**config.mk**
```make
export PLATFORM = sky130hd
export DESIGN_NAME = text_console_writer
export DESIGN_NICKNAME = d
export VERILOG_FILES = /design/src/rtl/text_console_writer.sv
export SDC_FILE = /design/constraint.sdc
export NUM_CORES = 1
export LEC_CHECK = 0
export ABC_CLOCK_PERIOD_IN_PS = 3400
export BUFFER_PORTS_ARGS = -buffer_cell sky130_fd_sc_hd__buf_4
export CAP_MARGIN = 25
export CORE_ASPECT_RATIO = 2
export CORE_MARGIN = 2
export CORE_UTILIZATION = 58
export DETAILED_ROUTE_END_ITERATION = 8
export GPL_TIMING_DRIVEN = 0
export PLACE_DENSITY = 0.88
export SKIP_CTS_REPAIR_TIMING = 1
export SLEW_MARGIN = 20
export SYNTH_ARGS = -nofsm -noshare
export SYNTH_HDL_FRONTEND = slang
export SYNTH_SLANG_ARGS = --single-unit
export TNS_END_PERCENT = 20
```
**constraint.sdc**
```tcl
create_clock -name clk -period 3.4 [get_ports clk]
set_input_delay 0.68 -clock clk [delete_from_list [all_inputs] [get_ports clk]]
set_output_delay 0.68 -clock clk [all_outputs]
set_load 0.1 [all_outputs]
```
**src/rtl/text_console_writer.sv**
```systemverilog
// Text console writer: turns a stream of ASCII codes into character-buffer
// writes for a COLS x ROWS text display. It handles printable characters,
// LF, CR, BS and FF, clears the buffer after reset or on FF, and scrolls
// the buffer up by one row when the cursor leaves the last row.
//
// Buffer read timing: SCROLL_RD registers the source address. buf_rdata is
// sampled in the following SCROLL_WR cycle, one cycle after the read
// address was issued, and written to the destination address.
module text_console_writer #(
    parameter int unsigned COLS = 80,
    parameter int unsigned ROWS = 30
) (
    input  logic        clk,
    input  logic        rst_n,
    input  logic        char_valid,
    input  logic [7:0]  char_data,
    output logic        char_ready,
    output logic        buf_we,
    output logic [11:0] buf_addr,
    output logic [7:0]  buf_wdata,
    input  logic [7:0]  buf_rdata,
    output logic [4:0]  cursor_row,
    output logic [6:0]  cursor_col,
    output logic        busy
);

    localparam int unsigned AW       = 12;
    localparam int unsigned RW       = 5;
    localparam int unsigned CW       = 7;
    localparam int unsigned CELLS    = ROWS * COLS;
    localparam int unsigned SCROLL_N = (ROWS - 1) * COLS;

    localparam logic [AW-1:0] LAST_CELL     = AW'(CELLS - 1);
    localparam logic [AW-1:0] LAST_SCROLL   = AW'(SCROLL_N - 1);
    localparam logic [AW-1:0] LAST_CLR_IDX  = AW'(COLS - 1);
    localparam logic [AW-1:0] COLS_A        = AW'(COLS);
    localparam logic [AW-1:0] LAST_ROW_BASE = AW'(SCROLL_N);
    localparam logic [RW-1:0] LAST_ROW      = RW'(ROWS - 1);
    localparam logic [CW-1:0] LAST_COL      = CW'(COLS - 1);

    localparam logic [2:0] S_IDLE       = 3'd0;
    localparam logic [2:0] S_CLEAR      = 3'd1;
    localparam logic [2:0] S_SCROLL_RD  = 3'd2;
    localparam logic [2:0] S_SCROLL_WR  = 3'd3;
    localparam logic [2:0] S_SCROLL_CLR = 3'd4;

    localparam logic [7:0] CH_BS    = 8'h08;
    localparam logic [7:0] CH_LF    = 8'h0A;
    localparam logic [7:0] CH_FF    = 8'h0C;
    localparam logic [7:0] CH_CR    = 8'h0D;
    localparam logic [7:0] CH_SPACE = 8'h20;
    localparam logic [7:0] CH_FIRST = 8'h20;
    localparam logic [7:0] CH_LAST  = 8'h7E;

    logic [2:0]    r_state;
    logic [AW-1:0] r_idx;
    logic [RW-1:0] r_row;
    logic [CW-1:0] r_col;
    logic          r_we;
    logic [AW-1:0] r_addr;
    logic [7:0]    r_wdata;
    logic          r_ready;
    logic          r_busy;

    logic [2:0]    w_nxt_state;
    logic [AW-1:0] w_nxt_idx;
    logic [RW-1:0] w_nxt_row;
    logic [CW-1:0] w_nxt_col;
    logic          w_nxt_we;
    logic [AW-1:0] w_nxt_addr;
    logic [7:0]    w_nxt_wdata;
    logic          w_nxt_ready;

    logic [AW-1:0] w_cell_addr;
    logic          w_printable;
    logic          w_last_row;
    logic          w_last_col;

    // Linear address of the cell under the cursor and character class decode
    always_comb begin
        w_cell_addr = (AW'(r_row) * COLS_A) + AW'(r_col);
        w_printable = (char_data >= CH_FIRST) && (char_data <= CH_LAST);
        w_last_row  = (r_row == LAST_ROW);
        w_last_col  = (r_col == LAST_COL);
    end

    // Next-state, cursor and buffer-port decode
    always_comb begin
        w_nxt_state = r_state;
        w_nxt_idx   = r_idx;
        w_nxt_row   = r_row;
        w_nxt_col   = r_col;
        w_nxt_we    = 1'b0;
        w_nxt_addr  = r_addr;
        w_nxt_wdata = r_wdata;

        case (r_state)
            S_IDLE: begin
                if (char_valid) begin
                    if (w_printable) begin
                        w_nxt_we    = 1'b1;
                        w_nxt_addr  = w_cell_addr;
                        w_nxt_wdata = char_data;
                        if (w_last_col) begin
                            w_nxt_col = '0;
                            if (w_last_row) begin
                                w_nxt_state = S_SCROLL_RD;
                                w_nxt_idx   = '0;
                            end else begin
                                w_nxt_row = r_row + RW'(1);
                            end
                        end else begin
                            w_nxt_col = r_col + CW'(1);
                        end
                    end else begin
                        case (char_data)
                            CH_LF: begin
                                w_nxt_col = '0;
                                if (w_last_row) begin
                                    w_nxt_state = S_SCROLL_RD;
                                    w_nxt_idx   = '0;
                                end else begin
                                    w_nxt_row = r_row + RW'(1);
                                end
                            end
                            CH_CR: begin
                                w_nxt_col = '0;
                            end
                            CH_BS: begin
                                // No reverse wrap: BS at column 0 does nothing
                                if (r_col != '0) begin
                                    w_nxt_col   = r_col - CW'(1);
                                    w_nxt_we    = 1'b1;
                                    w_nxt_addr  = w_cell_addr - AW'(1);
                                    w_nxt_wdata = CH_SPACE;
                                end
                            end
                            CH_FF: begin
                                w_nxt_row   = '0;
                                w_nxt_col   = '0;
                                w_nxt_state = S_CLEAR;
                                w_nxt_idx   = '0;
                            end
                            default: begin
                            end
                        endcase
                    end
                end
            end

            S_CLEAR: begin
                w_nxt_we    = 1'b1;
                w_nxt_addr  = r_idx;
                w_nxt_wdata = CH_SPACE;
                if (r_idx == LAST_CELL) begin
                    w_nxt_state = S_IDLE;
                    w_nxt_idx   = '0;
                end else begin
                    w_nxt_idx = r_idx + AW'(1);
                end
            end

            S_SCROLL_RD: begin
                w_nxt_addr  = r_idx + COLS_A;
                w_nxt_state = S_SCROLL_WR;
            end

            S_SCROLL_WR: begin
                w_nxt_we    = 1'b1;
                w_nxt_addr  = r_idx;
                w_nxt_wdata = buf_rdata;
                if (r_idx == LAST_SCROLL) begin
                    w_nxt_state = S_SCROLL_CLR;
                    w_nxt_idx   = '0;
                end else begin
                    w_nxt_state = S_SCROLL_RD;
                    w_nxt_idx   = r_idx + AW'(1);
                end
            end

            S_SCROLL_CLR: begin
                w_nxt_we    = 1'b1;
                w_nxt_addr  = LAST_ROW_BASE + r_idx;
                w_nxt_wdata = CH_SPACE;
                if (r_idx == LAST_CLR_IDX) begin
                    w_nxt_state = S_IDLE;
                    w_nxt_idx   = '0;
                end else begin
                    w_nxt_idx = r_idx + AW'(1);
                end
            end

            default: begin
                // Unreachable encodings recover through a full clear
                w_nxt_state = S_CLEAR;
                w_nxt_idx   = '0;
            end
        endcase

        w_nxt_ready = (w_nxt_state == S_IDLE);
    end

    // State, cursor and registered buffer-port outputs
    always_ff @(posedge clk) begin
        if (!rst_n) begin
            r_state <= S_CLEAR;
            r_idx   <= '0;
            r_row   <= '0;
            r_col   <= '0;
            r_we    <= 1'b0;
            r_addr  <= '0;
            r_wdata <= CH_SPACE;
            r_ready <= 1'b0;
            r_busy  <= 1'b1;
        end else begin
            r_state <= w_nxt_state;
            r_idx   <= w_nxt_idx;
            r_row   <= w_nxt_row;
            r_col   <= w_nxt_col;
            r_we    <= w_nxt_we;
            r_addr  <= w_nxt_addr;
            r_wdata <= w_nxt_wdata;
            r_ready <= w_nxt_ready;
            r_busy  <= ~w_nxt_ready;
        end
    end

    assign char_ready = r_ready;
    assign busy       = r_busy;
    assign buf_we     = r_we;
    assign buf_addr   = r_addr;
    assign buf_wdata  = r_wdata;
    assign cursor_row = r_row;
    assign cursor_col = r_col;

endmodule

```
==> results.cfg <==
[run_status]
status = finished clean

[global_routing]
antenna_found_initial = 0
use_met3_pct = 5.25
track_usage_pct = 33.2
overflow = 0
grt_pass1_wl_mm = 18.5
top_usage_layer = met2
grt_max_degree = 19
use_met1_pct = 32.3
grt_pass1_vias = 4079
grt_use_met2_pct = 58.6

[pwr]
finalPower_mw = 1.24
p_leak_nw = 1.96
p_per_area_mw_per_mm2 = 280
ir_worst_vdd_mv = 0.291

[floorplanning]
rows = 41
die_width_um = 61.3
die_y_um = 119
initial_core_util_pct = 60.3
io_pins = 54
dieArea_mm2 = 0.00726
core-area_mm2 = 0.00631

[logic_synthesis]
synth-compound-area-share_pct = 29.9
ys_seq_area_share_pct = 26.3
synth_xor_area_share_pct = 4.84
yosysWarnings = 0
yosysUniqueCellTypes = 64
synth-simple-area-share_pct = 24.7
synth_edf_count = 0
synthMuxAreaShare_pct = 2.11
ys_ff_latch = 50
synth-main-ff-cell = dfxtp_1
async_reset_ff_share_pct = 0
netlist_area_mm2 = 0.00380
syn_area_per_cell_um2 = 7.82
syn_nets = 528
netlist_instances = 486
synth_top_family_by_area = compound AO/OA/AOI/OAI gates
synth_fa_ha_area_share_pct = 7.96

[detailed_routing]
drt_iter0_markers = 355
drc = 0
wl_per_cell_um = 18.5
viasPerCell = 6.56
drt-total-wl_mm = 11.7
route.vias.total = 4141
postRouteAntennaNets = 0
drt-pass1-iter-count = 5

[worst_setup_path]
crit_path_start = cursor_row[1]
cp-endpoint = buf_addr[11]
criticalPathCategory = flop to flop
r2r_end = buf_addr[11]
worstRegToRegCells = 10
r2r_start = cursor_row[1]
crit_arrival_ns = 3.20
critPathMaxFanout = 7
cp-end-kind = flop
crit_required_ns = 3.59
r2r_slack_ns = 0.39
crit_chain = ha_1 > ha_1 > fa_1 > xor2_1 > a2111oi_1 > inv_1 > a21oi_1 > o21ai_1 > nor4bb_1 > a211o_1
cp_slowest_cell = a2111oi_1
start_kind = flop
max_stage_delay_ns = 0.53
cp_common_cell = ha_1

[clock_network]
cts_sinks = 50
cts_buffer_depth = 2
clock-root-buffer = clkbuf_16
numCtsBuffers = 5
clock_latency_ns = 0.30
cts_tree = built
cts.clk_slew.worst_paths_ns = 0.07
ctsHtreeMaxLevel = 2

[timing]
setup_tns_ns = 0
fmax_mhz = 332
slew_headroom_pct = 49.0
setup_viol = 0
skew_ns = 0.00341
rsz0062_at_grt = false
slew_viol_final = 0
tightest_slew_ns = 0.765
min_period_ns = 3.01
hold_viol_final = 0
finalWorstSetupSlack_ns = 0.386
period_share_pct = 88.7

[final_layout]
drive_above_1_share_pct = 14.5
layout_commonest_cell = buf_4
layout.nets = 586
area_growth_syn_to_layout_pct = 17.0
antenna_cells = 0
final_cell_mix = buf_4 (51), nand2_1 (49), dfxtp_1 (48)

[place]
place.gp.congestion = 0.942
place_ws_ns = 0.384
port_buffers = 51
place_hpwl_mm = 8.82

[job]
max_cap_violations = 0

[hold_path]
hold_class = flop to flop
holdCritStartpoint = buf_addr[4]
cells in the mapped netlist, drive strengths merged (3+ instances only):
| cell | number | share of area (%) |
|---|---|---|
| or3 | 3 | 0.49 |
| a21o | 8 | 1.6 |
| a21oi | 31 | 4.1 |
| a31o | 3 | 0.69 |
| o22ai | 3 | 0.49 |
| ha | 21 | 6.9 |
| and2 | 15 | 2.5 |
| buf | 7 | 1.1 |
| clkbuf | 18 | 1.8 |
| nor4 | 3 | 1.1 |
| nor3b | 5 | 1.1 |
| nor2b | 10 | 1.6 |
| nand2b | 6 | 0.99 |
| a21boi | 7 | 1.4 |
| xnor2 | 10 | 2.3 |
| o31ai | 3 | 0.59 |
| nor3 | 12 | 1.6 |
| a31oi | 9 | 1.5 |
| o21ai | 42 | 5.5 |
| o211ai | 5 | 0.99 |
| and3 | 10 | 1.6 |
| dfxtp | 50 | 26 |
| xor2 | 11 | 2.5 |
| nor2 | 37 | 3.7 |
| nand4 | 7 | 1.3 |
| mux2i | 8 | 2.1 |
| nand2 | 49 | 4.8 |
| nand3 | 14 | 1.8 |
| a22oi | 8 | 1.6 |
| o2111ai | 3 | 0.69 |
| a22o | 5 | 1.2 |
| o21a | 3 | 0.59 |
| a211oi | 3 | 0.59 |
| inv | 13 | 1.3 |
| o211a | 11 | 2.9 |
cell type report:
cell class	instances	area, um^2
Multi-Input combinational cell	398	2650
Fill cell	566	1860
Sequential cell	50	1000
Timing Repair Buffer	51	383
Clock buffer	5	125
Buffer	25	109
Tap cell	86	108
Inverter	13	48.8
Clock inverter	3	26.3
worst min path at each step:
stage / end / slack [ns] / depth (start not counted)
after global placement: buf_addr[4] / 0.44 / 2
after floorplan: r_idx[3] / 0.51 / 1
after detailed placement: buf_addr[4] / 0.44 / 2
final: buf_addr[4] / 0.45 / 2
after CTS: buf_addr[4] / 0.45 / 2
after global routing: buf_addr[4] / 0.47 / 2
critical path, delay by kind of cell, from the launching register on:
kind	cells	cell delay, ns
DFF	1	0.37
AOI/OAI and AO/OA	4	1.09
xor gates and xnor gates	1	0.25
and+or+nand+nor	1	0.16
buffers and inverters	1	0.09
adders and majority gates	3	0.97
power by group:
part | leakage (nW) | internal, mW | switching (mW) | total, mW
clock | 0.0748 | 0.280 | 0.246 | 0.526
combinational | 1.48 | 0.0467 | 0.0780 | 0.125
sequential | 0.405 | 0.590 | 0.00418 | 0.594
total | 1.96 | 0.917 | 0.328 | 1.24
stage by stage:
stage	cells	hold slack, ns	instance area, um^2	util, %
6_report	631	0.449	4450	70.5
5_1_grt	631	0.471	4450	70.5
4_1_cts	631	0.454	4450	70.5
3_5_place_dp	623	0.445	4300	68.1
3_3_place_gp	623	0.440	4300	68.1
2_1_floorplan	486	0.512	3800	-
metal layers:
metal	routed length, um	vias up
met3	503	73
met4	829	0
met5	0	-
met2	6280	185
met1	4060	1967
li1	-	1916
state kept, by name, summed over array words and instances (netlist names):
signal	cells
buf_addr	12
r_idx	12
buf_wdata	8
cursor_col	7
cursor_row	5
r_state	3
buf_we	1
busy	1
char_ready	1
logic make-up (layout without fill, tap and decap cells):
group	Yosys count	count (layout)
and+or+nand+nor	180	180
AOI/OAI and AO/OA	166	166
DFF	50	50
buffers and inverters	38	97
adders and majority gates	23	23
xor gates and xnor gates	21	21
muxes	8	8
Note: power is estimated with default switching activity, not from simulation.
